--- src/rtl/uplink_elink_word_aligner.sv ---
`default_nettype none
// ============================================================================
// Module   : uplink_elink_word_aligner
// Purpose  : Assembles WORD_WIDTH-bit TDC words from one ELINK_WIDTH-bit
//            e-link slice of the lpGBT uplink user data. Finds the word
//            boundary by bit-offset search against a fixed idle word, with
//            lock/unlock hysteresis, and reports data words, lock status and
//            saturating slip/error counters.
// Ports    : clk_i         - uplink user clock (40 MHz)
//            rst_n_i       - asynchronous active-low reset
//            elink_data_i  - e-link slice, MSB is the oldest bit
//            elink_valid_i - frame valid (uplinkReady)
//            realign_i     - synchronous pulse forcing a new search
//            word_o        - last aligned data word (held between strobes)
//            word_valid_o  - one-cycle strobe for a data word while locked
//            locked_o      - high while locked
//            offset_o      - current bit offset of the word window
//            slip_cnt_o    - saturating count of offset increments
//            err_cnt_o     - saturating count of bad words while locked
// Revision : 1.0 - initial release
// ============================================================================
module uplink_elink_word_aligner #(
  parameter int                    ELINK_WIDTH  = 8,
  parameter int                    WORD_WIDTH   = 32,
  parameter logic [WORD_WIDTH-1:0] IDLE_WORD    = 32'hF0F0_3C5A,
  parameter int                    LOCK_COUNT   = 8,
  parameter int                    UNLOCK_COUNT = 4
) (
  input  logic                          clk_i,
  input  logic                          rst_n_i,
  input  logic [ELINK_WIDTH-1:0]        elink_data_i,
  input  logic                          elink_valid_i,
  input  logic                          realign_i,
  output logic [WORD_WIDTH-1:0]         word_o,
  output logic                          word_valid_o,
  output logic                          locked_o,
  output logic [$clog2(WORD_WIDTH)-1:0] offset_o,
  output logic [7:0]                    slip_cnt_o,
  output logic [15:0]                   err_cnt_o
);

  localparam int FPW  = WORD_WIDTH / ELINK_WIDTH;
  localparam int FCW  = (FPW > 1) ? $clog2(FPW) : 1;
  localparam int OFFW = $clog2(WORD_WIDTH);
  localparam int SRW  = 2 * WORD_WIDTH;
  localparam int SIW  = $clog2(SRW);

  localparam logic [FCW-1:0]  FCNT_LAST  = FCW'(FPW - 1);
  localparam logic [OFFW-1:0] OFF_LAST   = OFFW'(WORD_WIDTH - 1);
  localparam logic [7:0]      LOCK_THR   = 8'(LOCK_COUNT);
  localparam logic [7:0]      UNLOCK_THR = 8'(UNLOCK_COUNT);

  typedef enum logic [1:0] {
    ST_SEARCH = 2'd0,
    ST_VERIFY = 2'd1,
    ST_LOCKED = 2'd2
  } state_t;

  // The oldest frame of the 2W-bit window is shifted out on the same cycle it
  // would become visible, so only 2W-E bits need to be stored.
  logic [SRW-ELINK_WIDTH-1:0] sr_q;
  logic [SRW-1:0]             sr_next;
  logic [FCW-1:0]             fcnt_q;
  logic [OFFW-1:0]            offset_q, offset_d;
  logic [7:0]                 slip_q, slip_d;
  logic [15:0]                err_q, err_d;
  logic [7:0]                 good_q, good_d;
  logic [7:0]                 bad_q, bad_d;
  state_t                     state_q, state_d;
  logic [WORD_WIDTH-1:0]      word_q, word_d;
  logic                       wvalid_q, wvalid_d;
  logic                       locked_q, locked_d;

  logic [SIW-1:0]             cw_idx;
  logic [WORD_WIDTH-1:0]      cw;
  logic                       boundary;
  logic                       is_idle;
  logic                       is_data;
  logic                       do_slip;

  // Candidate word includes the frame being accepted this cycle.
  assign sr_next  = {sr_q, elink_data_i};
  assign cw_idx   = SIW'(offset_q);
  assign cw       = sr_next[cw_idx +: WORD_WIDTH];
  assign boundary = elink_valid_i && (fcnt_q == FCNT_LAST);
  assign is_idle  = (cw == IDLE_WORD);
  assign is_data  = cw[WORD_WIDTH-1] ^ cw[WORD_WIDTH-2];

  always_comb begin
    state_d  = state_q;
    good_d   = good_q;
    bad_d    = bad_q;
    offset_d = offset_q;
    slip_d   = slip_q;
    err_d    = err_q;
    word_d   = word_q;
    wvalid_d = 1'b0;
    do_slip  = 1'b0;

    if (realign_i) begin
      // Realign wins over a coincident boundary; that word is dropped.
      state_d = ST_SEARCH;
      good_d  = 8'd0;
      bad_d   = 8'd0;
    end else if (boundary) begin
      case (state_q)
        ST_SEARCH: begin
          if (is_idle) begin
            good_d = 8'd1;
            if (LOCK_THR <= 8'd1) begin
              state_d = ST_LOCKED;
              bad_d   = 8'd0;
            end else begin
              state_d = ST_VERIFY;
            end
          end else begin
            do_slip = 1'b1;
          end
        end
        ST_VERIFY: begin
          if (is_idle) begin
            good_d = good_q + 8'd1;
            if ((good_q + 8'd1) >= LOCK_THR) begin
              state_d = ST_LOCKED;
              bad_d   = 8'd0;
            end
          end else begin
            state_d = ST_SEARCH;
            good_d  = 8'd0;
            do_slip = 1'b1;
          end
        end
        ST_LOCKED: begin
          if (is_idle) begin
            bad_d = 8'd0;
          end else if (is_data) begin
            word_d   = cw;
            wvalid_d = 1'b1;
            bad_d    = 8'd0;
          end else begin
            err_d = (err_q == 16'hFFFF) ? err_q : err_q + 16'd1;
            if ((bad_q + 8'd1) >= UNLOCK_THR) begin
              state_d = ST_SEARCH;
              bad_d   = 8'd0;
              good_d  = 8'd0;
              do_slip = 1'b1;
            end else begin
              bad_d = bad_q + 8'd1;
            end
          end
        end
        default: begin
          state_d = ST_SEARCH;
        end
      endcase
    end

    if (do_slip) begin
      offset_d = (offset_q == OFF_LAST) ? '0 : offset_q + 1'b1;
      slip_d   = (slip_q == 8'hFF) ? slip_q : slip_q + 8'd1;
    end

    locked_d = (state_d == ST_LOCKED);
  end

  always_ff @(posedge clk_i or negedge rst_n_i) begin
    if (!rst_n_i) begin
      sr_q     <= '0;
      fcnt_q   <= '0;
      state_q  <= ST_SEARCH;
      good_q   <= 8'd0;
      bad_q    <= 8'd0;
      offset_q <= '0;
      slip_q   <= 8'd0;
      err_q    <= 16'd0;
      word_q   <= '0;
      wvalid_q <= 1'b0;
      locked_q <= 1'b0;
    end else begin
      if (elink_valid_i) begin
        sr_q   <= sr_next[SRW-ELINK_WIDTH-1:0];
        fcnt_q <= (fcnt_q == FCNT_LAST) ? '0 : fcnt_q + 1'b1;
      end
      state_q  <= state_d;
      good_q   <= good_d;
      bad_q    <= bad_d;
      offset_q <= offset_d;
      slip_q   <= slip_d;
      err_q    <= err_d;
      word_q   <= word_d;
      wvalid_q <= wvalid_d;
      locked_q <= locked_d;
    end
  end

  assign word_o       = word_q;
  assign word_valid_o = wvalid_q;
  assign locked_o     = locked_q;
  assign offset_o     = offset_q;
  assign slip_cnt_o   = slip_q;
  assign err_cnt_o    = err_q;

endmodule
`default_nettype wire

--- config.mk ---
export PLATFORM = sky130hd
export DESIGN_NAME = uplink_elink_word_aligner
export DESIGN_NICKNAME = d
export VERILOG_FILES = /design/src/rtl/uplink_elink_word_aligner.sv
export SDC_FILE = /design/constraint.sdc
export NUM_CORES = 1
export LEC_CHECK = 0
export ABC_CLOCK_PERIOD_IN_PS = 4300
export BUFFER_PORTS_ARGS = -buffer_cell sky130_fd_sc_hd__buf_2
export CORE_UTILIZATION = 40
export DETAILED_ROUTE_END_ITERATION = 6
export GPL_ROUTABILITY_DRIVEN = 0
export PLACE_DENSITY_LB_ADDON = 0.08
export SYNTH_ARGS = -nofsm -noshare
export SYNTH_HDL_FRONTEND = slang
export SYNTH_SLANG_ARGS = --single-unit
--- constraint.sdc ---
create_clock -name clk_i -period 4.3 [get_ports clk_i]
set_input_delay 0.215 -clock clk_i [delete_from_list [all_inputs] [get_ports clk_i]]
set_output_delay 0.215 -clock clk_i [all_outputs]
set_load 0.005 [all_outputs]
---- Word level (Yosys, flattened, before mapping) ----
Index checks and enable logic that the tools add are counted.
storage, ports and cells
  bits in registers ....................... 139
  input port bits ......................... 12
  output and inout port bits .............. 63
  logic and storage cells ................. 90
cells by class
  $add $sub $neg .......................... 6
  order comparisons ....................... 2
  eq/ne operators ......................... 14
  shift operators ......................... 1
  multiplexer cells ....................... 39
  bitwise logic cells ..................... 6
  reduce and logical (&&, ||, !) cells .... 11
operator list
  kind                                                                number
  2-to-1 mux 8 bit                                                    14
  variable part select 64 x 6 -> 32 bit                               1
  == test 32 bit (second input constant)                              1
  adder 8 x 1 -> 8 bit (second input constant)                        3
  one-hot mux 8 bit (3 select lines)                                  1
  2-to-1 mux 2 bit                                                    9
  inequality test 3 bit (second input constant)                       6
  adder 16 x 1 -> 16 bit (second input constant)                      1
  == test 16 bit (second input constant)                              1
  one-hot mux 8 bit (2 select lines)                                  1
  AND reduction 6 bit                                                 2
  2-to-1 mux 1 bit                                                    11
  == test 8 bit (second input constant)                               1
  greater-or-equal comparator 8 x 3 -> 1 bit (second input constant)  1
  greater-or-equal comparator 8 x 4 -> 1 bit (second input constant)  1
  == test 2 bit (second input constant)                               3
  one-hot mux 2 bit (3 select lines)                                  1
  adder 5 x 1 -> 5 bit (second input constant)                        1
  == test 5 bit (second input constant)                               1
  2-to-1 mux 5 bit                                                    1
  inverter 1 bit                                                      5
  AND reduction 5 bit                                                 1
  AND reduction 4 bit                                                 1
  nonzero test 4 bit                                                  1
  other kinds (10)                                                    10

---- Logic depth before layout (Yosys ltp) ----
  word-level depth ........................ 9
  depth in mapped cells ................... 21
  depth with buffers taken out ............ 14

---- Least setup slack after synthesis ----
OpenSTA, ideal clock, no wires.
  path type ............................... register to register
  from .................................... register offset_q[1], in the netlist offset_o[1]
  to ...................................... register slip_q[1], in the netlist slip_cnt_o[1]
  data arrival time ....................... 4.144 ns
  slack ................................... 0.031 ns
  stages on the path, launching flop included .. 21
  buffers on the path ..................... 7
  path through ............................ dfrtp_1 buf_6 buf_8 buf_8 buf_6 buf_6 buf_6 mux2_2 nand2_1 o21ai_0 mux4_2 nor2_1 a21oi_1 ha_1 or2_2 o21ai_0 nor4b_1 and2_1 buf_2 nand2_1 mux2_2
on the way
  cells in the longest elaborated chain, start to end .. 8
  elaborated cells on any way between the ends .. 10
  those cells by class .................... eq/ne: 1; shift: 1; mux: 6; bitwise: 1; reduce/logical: 1
RTL lines
  element                                                                 RTL line  RTL
  start: declaration                                                      64        logic [OFFW-1:0] offset_q, offset_d;
  start signal: assignment                                                187       offset_q <= offset_d;
  variable part select 64 x 6 -> 32 bit (*)                               84        assign cw = sr_next[cw_idx +: WORD_WIDTH];
  named net cw[30]                                                        75        logic [WORD_WIDTH-1:0] cw;
  parallel branches: the longest is 3 deep, another holds == test 32 bit  -
  one-hot mux 1 bit (2 select lines) (*)                                  106       case (state_q)
  2-to-1 mux 1 bit (*)                                                    105       end else if (boundary) begin
  2-to-1 mux 1 bit (*)                                                    100       if (realign_i) begin
  AND reduction 2 bit (no line) (*)                                       -
  end signal: assignment                                                  188       slip_q <= slip_d;
  end: declaration                                                        65        logic [7:0] slip_q, slip_d;
Mark *: on every way through the listed nets, which the timed path passes.
A chain may end at the register's enable or synchronous reset.

---- Final worst setup path ----
  from .................................... register offset_q[0], in the netlist offset_o[0]
  to ...................................... register word_q[26], in the netlist word_o[26]
on the way
  cells in the longest elaborated chain, start to end .. 4
  elaborated cells on any way between the ends .. 5
  those cells by class .................... eq/ne: 1; shift: 1; bitwise: 2; reduce/logical: 1
RTL lines
  element                                    RTL line  RTL
  variable part select 64 x 6 -> 32 bit (*)  84
  == test 32 bit                             86        assign is_idle = (cw == IDLE_WORD);
  inverter 1 bit (no line)                   -
  AND reduction 5 bit (no line)              -
  end signal: assignment                     190       word_q <= word_d;
  end: declaration                           70        logic [WORD_WIDTH-1:0] word_q, word_d;
Every way passes the cells marked *; elsewhere a longest branch is shown, timed or not.

==> results.toml <==
[synthesis]
synth_fp_nets = 971
ys_top_cells_by_area = "dfrtp_1, mux4_2, mux2_2, mux2i_1, nand2_1"
netlist_instances = 947
syn_area_um2 = 10200
yosysSeqAreaShare_pct = 33.8
synth-async-reset-ratio_pct = 100
synth_top_cell_by_area = "dfrtp_1"
synth-edff-count = 0
postSynthAreaPerCell_um2 = 10.8
synth_ff_type = "dfrtp_1"
synth_seq_cells = 138
ys_types = 80
yosys_warnings = 0
yosysTopAreaCellShare_pct = 33.8

[floorplanning]
initial_core_util_pct = 40.7
core_area_um2 = 25100
rows = 58
die_x_um = 162
dieArea_um2 = 26200
fp.dieH_um = 162
pin_count = 75

[detailed_routing]
viasPerCell = 6.03
wl_met3_um = 2320
post-route-drc-count = 0
drt_iter0_drc = 1050
wl_met2_um = 13300
top_layer = "met4"
drt-total-wl_um = 31100
wl_per_cell_um = 22.2
vias = 8429
drt-pass1-iter-count = 6
wl_met1_um = 14600
detail-route-antenna-nets = 0

[power_and_ir_drop]
vdd_drop_max_uv = 301
p_leak_nw = 5.28
p_per_area_nw_per_um2 = 677
finalPower_mw = 8.09

[finish]
final_cell_mix = "dfrtp_1, mux2_2, mux2i_1, buf_2, buf_4"
n_fill_cell = 2335
area_growth_pct = 16.9
drive_above_1_share_pct = 34.6
antenna_cells = 0
final_nets = 1079
final_common_cell = "dfrtp_1"

[grt]
grt-ovfl-total = 0
track_usage_pct = 24.2
grt_pass1_wl_um = 48500
grt_pass1_vias = 8154
grt_antenna_before_repair = 0
grt_max_degree = 76

[outcome]
status = "complete, no violations"

[critical_path]
path_class = "flip-flop to flip-flop"
r2r_start = "offset_o[0]"
critPathMaxFanout = 27
cp-start-kind = "flip-flop"
startpoint = "offset_o[0]"
rrSetupSlack_ns = 0.10
critPathRequiredTime_ns = 4.61
cp.arrival_ns = 4.51
cp-end-kind = "flip-flop"

[cts]
clockBufferDepth = 2
cts_sinks = 138
clk_pin_slew_ns = 0.07
cts-buffers-inserted = 17
worstSkewPairLatency_ns = 0.44
cts_max_level = 4
cts_tree = "built"
clockRootBuffer = "clkbuf_16"

[job]
max-cap-violations = 0

[timing]
drv_slew = 0
period_needed_ns = 4.20
fmax_mhz = 238
worst_pin_slew_ns = 0.789
min_period_over_period_pct = 97.7
setup_tns_ns = 0
finalClockSkew_ns = 0.0145
rsz0062_at_grt = "no"
hold_viol = 0
maxSlewHeadroom_pct = 46.9
setup_viol = 0

[place]
portBuffers = 74
dpl.hpwl_um = 23100

[min_path]
min_from = "elink_data_i[0]"
min-delay-path-class = "input port to flip-flop"
-- per-layer routing --
metal	up-vias	track usage (%)
li1	3864	-
met1	4130	35.9
met2	364	34.3
met3	71	4.80
met4	0	9.22
met5	-	0
-- metrics by stage --
step / cells / util [%] / instance area [um^2] / hold slack (ns) / setup slack [ns]
final: 1398 / 47.6 / 11900 / 0.0358 / 0.101
after global routing: 1398 / 47.6 / 11900 / 0.0367 / 0.00734
after CTS: 1398 / 47.6 / 11900 / 0.0246 / 0.167
after detailed placement: 1365 / 45.2 / 11400 / 0.233 / 0.189
after global placement: 1365 / 45.2 / 11400 / 0.236 / 0.129
after floorplan: 947 / - / 10200 / -0.0806 / 0.0312
-- final timing paths --
kind / cells after the start / end
setup / recovery: 12 / word_o[26]
hold / removal: 2 / sr_q[0]
setup reg to reg: 12 / word_o[26]
hold reg to reg: 2 / word_o[27]
max in group asynchronous: 3 / offset_o[1]
min in group asynchronous: 2 / word_o[6]
-- power by group --
group          leakage (nW)  internal, mW  switching [mW]
Clock                 0.287         0.821           0.672
Combinational          3.21          2.21            2.63
Sequential             1.78          1.47           0.289
Total                  5.28          4.50            3.59
-- what timing repair did --
item                                   4_1_cts  5_1_grt
buffers inserted                             0        0
setup endpoints to repair                    0       41
hold buffers                                 1        0
endpoints found under the hold margin       63        0
gates resized for setup                      0        2
-- state kept, by name, summed over array words and instances (netlist names) --
register      flops
err_cnt_o        16
slip_cnt_o        8
word_valid_o      1
state_q           2
word_o           32
fcnt_q            2
locked_o          1
bad_q             8
sr_q             55
offset_o          5
good_q            8
-- cell usage after synthesis, types with 6 or more instances --
library cell,number
nor4_1,10
mux2_2,93
nor3_1,20
a22oi_1,10
mux2_4,15
xnor2_1,7
dfrtp_1,138
a21oi_1,16
nor2_1,53
ha_1,12
or3_1,7
buf_4,6
mux4_2,48
a221o_1,6
and2_1,11
a211oi_1,6
buf_6,9
o211ai_1,11
nand3_1,35
nand2_1,70
xor2_1,13
and3_1,15
nor2b_1,6
clkbuf_1,24
buf_2,20
o22a_1,6
mux2i_1,89
o21ai_0,34
o22ai_1,23
inv_1,16
nand2b_1,12
nand4_1,12
-- area by class of cell --
class	instances	area (um^2)	area share [%]
multi-input cells	722	6280	52.6
flip-flops and latches	138	3460	29.0
repair buffers	158	1150	9.61
clock buffers	17	425	3.56
well taps	330	413	3.46
clock inverters	15	154	1.29
inverters	18	67.6	0.566
-- cell families (layout without fill, tap and decap cells) --
logic type	after synthesis	in the layout	synth area share (%)
DFF	138	138	33.8
adders and majority gates	12	12	1.47
muxes	246	246	32.0
xor gates and xnor gates	20	20	1.71
and+or+nand+nor	274	274	14.0
buffers and inverters	87	208	4.82
AOI/OAI and AO/OA	170	170	12.2
-- worst max-delay path, cell delays in order (launching register included) --
cell	delay [ns]
dfrtp_2	0.50
buf_12	0.22
buf_12	0.21
nand2b_1	0.23
o22ai_1	0.18
a2111oi_0	0.15
o21ai_0	0.66
o21ai_0	0.26
or4_1	0.53
or4_4	0.48
nand4_4	0.15
buf_12	0.16
mux2_4	0.30
Note: power is estimated with default switching activity, not from simulation.
